==> config.mk <==
export PLATFORM = sky130hd
export DESIGN_NAME = apu_sequencer
export DESIGN_NICKNAME = d
export VERILOG_FILES = /design/src/rtl/apu_pkg.sv /design/src/rtl/pattern_rom.sv /design/src/rtl/apu_sequencer.sv
export SDC_FILE = /design/constraint.sdc
export NUM_CORES = 1
export LEC_CHECK = 0
export CORE_MARGIN = 2
export CORE_UTILIZATION = 56
export CTS_CLUSTER_SIZE = 16
export DETAILED_ROUTE_END_ITERATION = 8
export GPL_TIMING_DRIVEN = 1
export PLACE_DENSITY = 0.91
export SYNTH_ARGS = -nofsm -noshare
export SYNTH_HDL_FRONTEND = slang
export SYNTH_SLANG_ARGS = --single-unit
export TNS_END_PERCENT = 50
==> constraint.sdc <==
create_clock -name clk -period 4.34 [get_ports clk]
set_input_delay 0.868 -clock clk [delete_from_list [all_inputs] [get_ports clk]]
set_output_delay 0.868 -clock clk [all_outputs]
set_load 0.1 [all_outputs]
==> src/rtl/apu_pkg.sv <==
// apu_pkg: shared state type, pattern entry layout and register constants for the pulse sequencer
package apu_pkg;
  typedef enum logic [2:0] {IDLE, W0, W1, W2, W3, WAIT, MUTE} state_e;
  localparam int ENTRY_W = 18;
  localparam int REST_B = 17;
  localparam int DUTY_LSB = 15;
  localparam int VOL_LSB = 11;
  localparam int TIMER_LSB = 0;
  localparam logic [7:0] MUTE_REG0 = 8'h30;
  localparam logic [4:0] LEN_IDX = 5'b00001;
  localparam logic [ENTRY_W-1:0] REST = 18'h20000;
  function automatic logic [ENTRY_W-1:0] note(input logic [1:0] duty, input logic [3:0] vol,
                                              input logic [10:0] timer);
    return {1'b0, duty, vol, timer};
  endfunction
endpackage

==> src/rtl/pattern_rom.sv <==
// pattern_rom: fixed 16-entry note pattern, combinational lookup by step index
module pattern_rom import apu_pkg::*; (
  input  logic [3:0]         idx,
  output logic [ENTRY_W-1:0] entry
);
  localparam logic [ENTRY_W-1:0] ROM [16] = '{
    note(2'd2, 4'hF, 11'h0FE), note(2'd1, 4'hC, 11'h1FC),
    note(2'd0, 4'h8, 11'h2A9), REST,
    note(2'd3, 4'hA, 11'h17D), note(2'd2, 4'h6, 11'h7FF),
    note(2'd1, 4'hF, 11'h000), REST,
    note(2'd2, 4'h9, 11'h0D5), note(2'd0, 4'h3, 11'h3F8),
    note(2'd3, 4'hF, 11'h11C), note(2'd1, 4'h7, 11'h6A3),
    REST,                      note(2'd2, 4'hB, 11'h2E4),
    note(2'd0, 4'h1, 11'h08E), note(2'd3, 4'h5, 11'h54C)
  };
  assign entry = ROM[idx];
endmodule

==> src/rtl/apu_sequencer.sv <==
// apu_sequencer: steps the note pattern at a quarter-frame tempo and arbitrates pulse register writes with the host
module apu_sequencer import apu_pkg::*; #(
  parameter int STEPS   = 16,
  parameter int TEMPO_W = 4
) (
  input  logic                     clk,
  input  logic                     rst_n,
  input  logic                     qtr_clk,
  input  logic                     play,
  input  logic [TEMPO_W-1:0]       tempo,
  input  logic                     host_we,
  input  logic [1:0]               host_addr,
  input  logic [7:0]               host_data,
  output logic [7:0]               reg_0,
  output logic [7:0]               reg_1,
  output logic [7:0]               reg_2,
  output logic [7:0]               reg_3,
  output logic                     reg3_wr,
  output logic [$clog2(STEPS)-1:0] step,
  output logic                     busy
);
  localparam int SW = $clog2(STEPS);
  state_e state_q, state_d;
  logic [SW-1:0] step_q, step_d;
  logic [TEMPO_W-1:0] cnt_q, cnt_d;
  logic [3:0][7:0] regs_q, regs_d;
  logic qtr_q, wr_q, wr_d, tick, stall;
  logic [ENTRY_W-1:0] entry;
  pattern_rom u_rom (.idx(4'(step_q)), .entry(entry));
  assign tick = qtr_clk & ~qtr_q;
  assign busy = state_q inside {W0, W1, W2, W3, MUTE};
  assign stall = host_we & busy;
  assign {reg_3, reg_2, reg_1, reg_0} = regs_q;
  assign reg3_wr = wr_q;
  assign step = step_q;
  // state, register bank and tick edge sample
  always_ff @(posedge clk or negedge rst_n)
    if (!rst_n) begin
      state_q <= IDLE;
      step_q  <= '0;
      cnt_q   <= '0;
      qtr_q   <= 1'b0;
      wr_q    <= 1'b0;
      regs_q  <= {8'h00, 8'h00, 8'h00, MUTE_REG0};
    end else begin
      state_q <= state_d;
      step_q  <= step_d;
      cnt_q   <= cnt_d;
      qtr_q   <= qtr_clk;
      wr_q    <= wr_d;
      regs_q  <= regs_d;
    end
  // sequencer next state and burst writes; a host write freezes any writing state and always lands
  always_comb begin
    state_d = state_q;
    step_d  = step_q;
    cnt_d   = cnt_q;
    regs_d  = regs_q;
    wr_d    = 1'b0;
    if (!stall)
      case (state_q)
        IDLE: if (play) begin
          state_d = W0;
          step_d  = '0;
        end
        W0: if (!play) state_d = MUTE;
          else if (entry[REST_B]) begin
            regs_d[0] = MUTE_REG0;
            cnt_d     = tempo;
            state_d   = WAIT;
          end else begin
            regs_d[0] = {entry[DUTY_LSB +: 2], 2'b11, entry[VOL_LSB +: 4]};
            state_d   = W1;
          end
        W1: if (!play) state_d = MUTE;
          else begin
            regs_d[1] = 8'h00;
            state_d   = W2;
          end
        W2: if (!play) state_d = MUTE;
          else begin
            regs_d[2] = entry[TIMER_LSB +: 8];
            state_d   = W3;
          end
        W3: if (!play) state_d = MUTE;
          else begin
            regs_d[3] = {LEN_IDX, entry[TIMER_LSB + 8 +: 3]};
            wr_d      = 1'b1;
            cnt_d     = tempo;
            state_d   = WAIT;
          end
        WAIT: if (!play) state_d = MUTE;
          else if (tick) begin
            if (cnt_q == '0) begin
              step_d  = step_q + 1'b1;
              state_d = W0;
            end else cnt_d = cnt_q - 1'b1;
          end
        MUTE: begin
          regs_d[0] = MUTE_REG0;
          step_d    = '0;
          state_d   = IDLE;
        end
        default: state_d = IDLE;
      endcase
    if (host_we) begin
      regs_d[host_addr] = host_data;
      wr_d = wr_d | (host_addr == 2'd3);
    end
  end
endmodule

### Word level (Yosys, flattened, before mapping)

Memory sizes are Yosys's and may differ from the RTL's.
Cells that the tools add are included.

| word-level totals | value |
|---|---|
| register bits | 45 |
| latch bits | 0 |
| bits in writable memories | 0 |
| memory bits (read-only) | 288 |
| output and inout port bits | 38 |
| logic and storage cells | 89 |
| memories | 1 |

| operators by class | value |
|---|---|
| add/subtract/negate cells | 2 |
| multipliers | 0 |
| div/mod/pow operators | 0 |
| magnitude comparators | 3 |
| eq/ne operators | 17 |
| shifts and indexed selects | 0 |
| multiplexer cells | 42 |
| bitwise logic cells | 6 |
| reduce and logical (&&, ||, !) cells | 9 |

Memory list:

| name | words | bits a word | read ports | clocked after Yosys merged registers in | write ports | line | RTL |
|---|---|---|---|---|---|---|---|
| (name not given) | 16 | 18 | 1 | 0 | 0 | pattern_rom.sv:16 | `assign entry = ROM[idx];` |

Operator list:

| kind | count |
|---|---|
| 8-bit two-way mux | 9 |
| 32-bit two-way mux | 2 |
| 4-bit two-way mux | 10 |
| 18-bit two-way mux | 2 |
| 32-bit bitwise mux | 1 |
| 4-bit one-hot mux with 3 select lines | 2 |
| 3-bit two-way mux | 7 |
| 3-bit one-hot mux with 6 select lines | 1 |
| 8-bit demux with 2-bit select | 1 |
| 2-bit != test, second input constant | 8 |
| 8-bit one-hot mux with 2 select lines | 1 |
| 3-bit == test, second input constant | 3 |
| 8-bit AND reduction | 1 |
| 3-bit by 2-bit == test with 1-bit output, second input constant | 2 |
| 3-bit != test, second input constant | 2 |
| 6-bit AND reduction | 1 |
| 3-bit nonzero test | 2 |
| 5-bit greater-or-equal comparator, second input constant | 1 |
| 4-bit NOT with 5-bit output | 1 |
| 5-bit nonzero test | 1 |
| 4-bit by 1-bit adder with 4-bit output, second input constant | 1 |
| 4-bit zero test | 1 |
| 1-bit two-way mux | 4 |
| 2-bit two-way mux | 2 |
| 11 further kinds | 13 |

### Longest topological paths before layout

| logic depth | value |
|---|---|
| depth in word-level cells | 10 |
| mapped depth | 8 |
| mapped depth without buffers | 6 |

### By module

Synthesis repeated with hierarchy kept, for this count alone.

| second synthesis, totals | value |
|---|---|
| cells, all modules | 300 |
| area, all modules | 2783.9 sq um |

By module, submodules not included:

| module | instances | cells each | area each (sq um) |
|---|---|---|---|
| apu_sequencer | 1 | 227 | 2287.2 |
| pattern_rom | 1 | 73 | 496.7 |

### Worst setup path before layout

No wires, ideal clock.

| timing | value |
|---|---|
| kind | register -> output |
| start | reg state_q[2] |
| end | out busy |
| arrival | 2916 ps |
| required time | 3472 ps |
| setup slack | 556 ps |
| cell stages (with the launch flop) | 4 |
| path through | dfrtp_1 buf_2 buf_4 a21boi_0 |

| between the ends | value |
|---|---|
| cells in the longest elaborated chain, start to end | 2 |
| elaborated cells between the ends (all ways) | 6 |
| classes of those cells | eq/ne: 5; reduce/logical: 1 |

Ends and longest elaborated chain:

| what | line | RTL |
|---|---|---|
| from (decl) | apu_sequencer.sv:23 | `state_e state_q, state_d;` |
| from (signal assigned) | apu_sequencer.sv:46 | `state_q <= state_d;` |
| 3-bit by 1-bit == test with 1-bit output, or another cell as far along | apu_sequencer.sv:31 | `assign busy = state_q inside {W0, W1, W2, W3, MUTE};` |
| 5-bit nonzero test * | apu_sequencer.sv:31 |  |
| to (decl) | apu_sequencer.sv:20 | `output logic busy` |

Mark *: on every way between the ends. The rest lies on a longest branch, timed or not.

### Final worst setup path

| timing | value |
|---|---|
| start | reg step_q[2], in the netlist step[2] |
| end | out step[2] |

RTL lines:

| what | line | RTL |
|---|---|---|
| from (decl) | apu_sequencer.sv:24 | `logic [SW-1:0] step_q, step_d;` |
| from (signal assigned) | apu_sequencer.sv:47 | `step_q <= step_d;` |
| to (decl) | apu_sequencer.sv:19 | `output logic [$clog2(STEPS)-1:0] step,` |

No word-level cell between the ends.

==> metrics.txt <==
postcts setup bufs 0; Inserted Clock Buffers 5; EDFF count, synth 0; vias in the first global route around 2,500; Critical path buffers and inverters 1; Slew Viols, Final 0; CTS max path bufs 2; Max Fclk 0.298 GHz; Cell variety after synth 67; required time of the critical path ~3.5 ns; final hold violation count 0; hold path startpoint reg_1[1]; routability cong. between 0.9 and 1; count leader, synth dfrtp_1; Worst-Margin Slew ~1.0 ns; Syn Inst Count 313; Gate power share between 60% and 70%; Final min period roughly 3.4 ns; largest net degree at the start of global routing between 40 and 50; clock share of power about a tenth; CP delay by family, top buffers and inverters; CTS H-tree depth 2; ys async rst share 100%; slowest stage delay, CP between 1 and 1.5 ns; wire length of the first global-routing pass between 10 and 15 mm; Initial Util a little under three fifths; syn nets 342; Cell Chain, Critical Path clkdlybuf4s50_1; Residual DRC 0; max_cap viols 0; switching share of total power between 50% and 60%; Synth area leaders dfrtp_1 (37%), nand2_1 (4.4%), ha_1 (4.3%); grt ovf 0; Sink Count 45; post-synthesis sequential area ratio approximately 39%; static leakage between 1 and 1.5 nW; slowest CP cell clkdlybuf4s50_1; startpoint types register; Cell Int Power about 1.1 mW; r2r startpoint step[2]; status completed; period utilization approximately 77%; fill cell count 403; IO Port Bufs 56; CP Class reg -> out; worst setup path start step[2]; WHS a little over 0.5 ns; # resized after CTS 0; TritonRoute pass-1 iters 5; maximum vdd drop 0.567 mV; Tot GR Track Use a little over a quarter; NumNets Final 384; Die W between 70 and 80 µm; core area approximately 5100 µm²; Synth Warn # 0; synthesized cell area 2910 µm²; DIE AREA slightly below 6000 µm²; P per Cell Area about 740 nW/µm²; Die Y approximately 76 µm; Iter 0 DRT Violations 268; Boundary Pins 57; hold_buf cts 0; top cell type's share of synthesized area 36.9%; DR vias between 2,000 and 3,000; CTS clk-pin slew, worst paths about 0.090 ns; initial antenna violation count 0; Rows 26; fraction of layout cells with a size suffix above 1 under 10%; post-DP HPWL ~5.2 mm; Main synth FF type dfrtp_1; Antenna Nets Post-Route 0; Via density around 6.4; CTS Root Cell clkbuf_8; TritonCTS clock tree yes; Slew headroom around 33%; Antenna diodes 0; RSZ-0062 raised after global routing false; final wirelength 7.36 mm; Clock Latency Late Sink 0.31 ns; share of power burned in registers between 20% and 30%; top cells by count, synth dfrtp_1 (43), nand2_1 (34), nor2_1 (20); NetSw around 1.5 mW; Total Neg Setup Slack 0 ns; DR WL/cell between 15 and 20 µm; critical path arrival ~2.5 ns; Hold Crit Class reg -> reg; mean area per synthesized cell approximately 9.3 µm²; crit-path max FO 29; Layout area overhead 21.8%; post-synthesis register bit count 45; Setup Skew 0.00723 ns; post-synth top area cell dfrtp_1; CP Capture Type output port; Final setup viols 0
-- state kept, by name (all words and copies together), names as in the netlist --
| name | count |
|---|---|
| qtr_q | 1 |
| reg_2 | 8 |
| reg_3 | 8 |
| state_q | 3 |
| reg_1 | 8 |
| reg_0 | 8 |
| cnt_q | 4 |
| step | 4 |
| reg3_wr | 1 |
-- final cells by class --
class / instances / area [µm²] / share of cell area [%]
multi-input cells: 236 / 1640 / 46.3
flip-flops and latches: 45 / 1130 / 31.8
repair buffers: 56 / 553 / 15.6
well taps: 70 / 87.6 / 2.47
clock buffers: 5 / 68.8 / 1.94
inverters: 11 / 41.3 / 1.16
clock inverters: 3 / 25.0 / 0.705
-- placed cells by master (no fill, tap or decap), types with 4 or more instances in the layout --
| cell type | count |
|---|---|
| mux2i_1 | 7 |
| o22ai_1 | 4 |
| dfrtp_1 | 43 |
| nor2b_1 | 5 |
| nor2_1 | 20 |
| nand2_1 | 34 |
| o31ai_1 | 4 |
| a21oi_1 | 9 |
| a21o_1 | 4 |
| nand3_1 | 8 |
| o21ai_1 | 13 |
| a22o_1 | 11 |
| a31oi_1 | 5 |
| nand3b_1 | 6 |
| inv_1 | 8 |
| clkdlybuf4s50_1 | 54 |
| clkbuf_8 | 5 |
| a221o_1 | 5 |
| o21ai_0 | 11 |
| nor3_1 | 4 |
| ha_1 | 10 |
| nand2b_1 | 8 |
-- worst paths after layout --
path                       depth (start not counted)        to  slack [ns]
max in group asynchronous                          1  cnt_q[3]        3.02
setup reg to reg                                   6  reg_0[1]        1.58
min in group asynchronous                          1  reg_2[6]        0.71
hold / removal                                     1  reg_1[1]        0.51
setup / recovery                                   1   step[2]        0.99
hold reg to reg                                    1  reg_1[1]        0.51
-- stage by stage --
step	total power, mW	util [%]	instances	instance area (µm²)	setup slack (ns)
after floorplan	1.99	-	313	2910	0.556
after detailed placement	2.34	68.0	418	3450	1.33
after global placement	2.31	68.0	418	3450	1.36
final	2.62	69.9	426	3550	0.989
after CTS	2.62	69.9	426	3550	0.999
after global routing	2.74	69.9	426	3550	0.891
-- metal layers --
| metal | track usage (%) | routed length, µm |
|---|---|---|
| met1 | 35.5 | 2970 |
| met2 | 42.6 | 3560 |
| met3 | 5.33 | 557 |
| met4 | 10.9 | 264 |
| met5 | 0 | 0 |
-- worst register-to-register path: stages (launching register included) --
cell and delay, ns:
dfrtp_1 0.90, inv_2 0.21, ha_1 0.28, or3_4 0.36, a21o_1 0.26, a2111oi_0 0.49
a221o_1 0.20
-- cell families (layout without fill, tap and decap cells) --
family                     Yosys count  after routing  share of synthesized area, %
AOI/OAI and AO/OA                   97             97                          24.2
adders and majority gates           11             11                          4.64
buffers and inverters               32             75                          4.85
DFF                                 45             45                          38.7
muxes                               14             14                          5.88
and+or+nand+nor                    114            114                          21.7
-- power by group through the flow --
stage | Clock [mW] | Sequential [mW] | Combinational (mW)
after global routing | 0.296 | 0.767 | 1.68
after detailed placement | 0 | 0.744 | 1.60
final | 0.275 | 0.740 | 1.60
after floorplan | 0 | 1.42 | 0.570
after CTS | 0.277 | 0.736 | 1.60
after global placement | 0 | 0.737 | 1.57
Power figures use the tool's default switching activity.
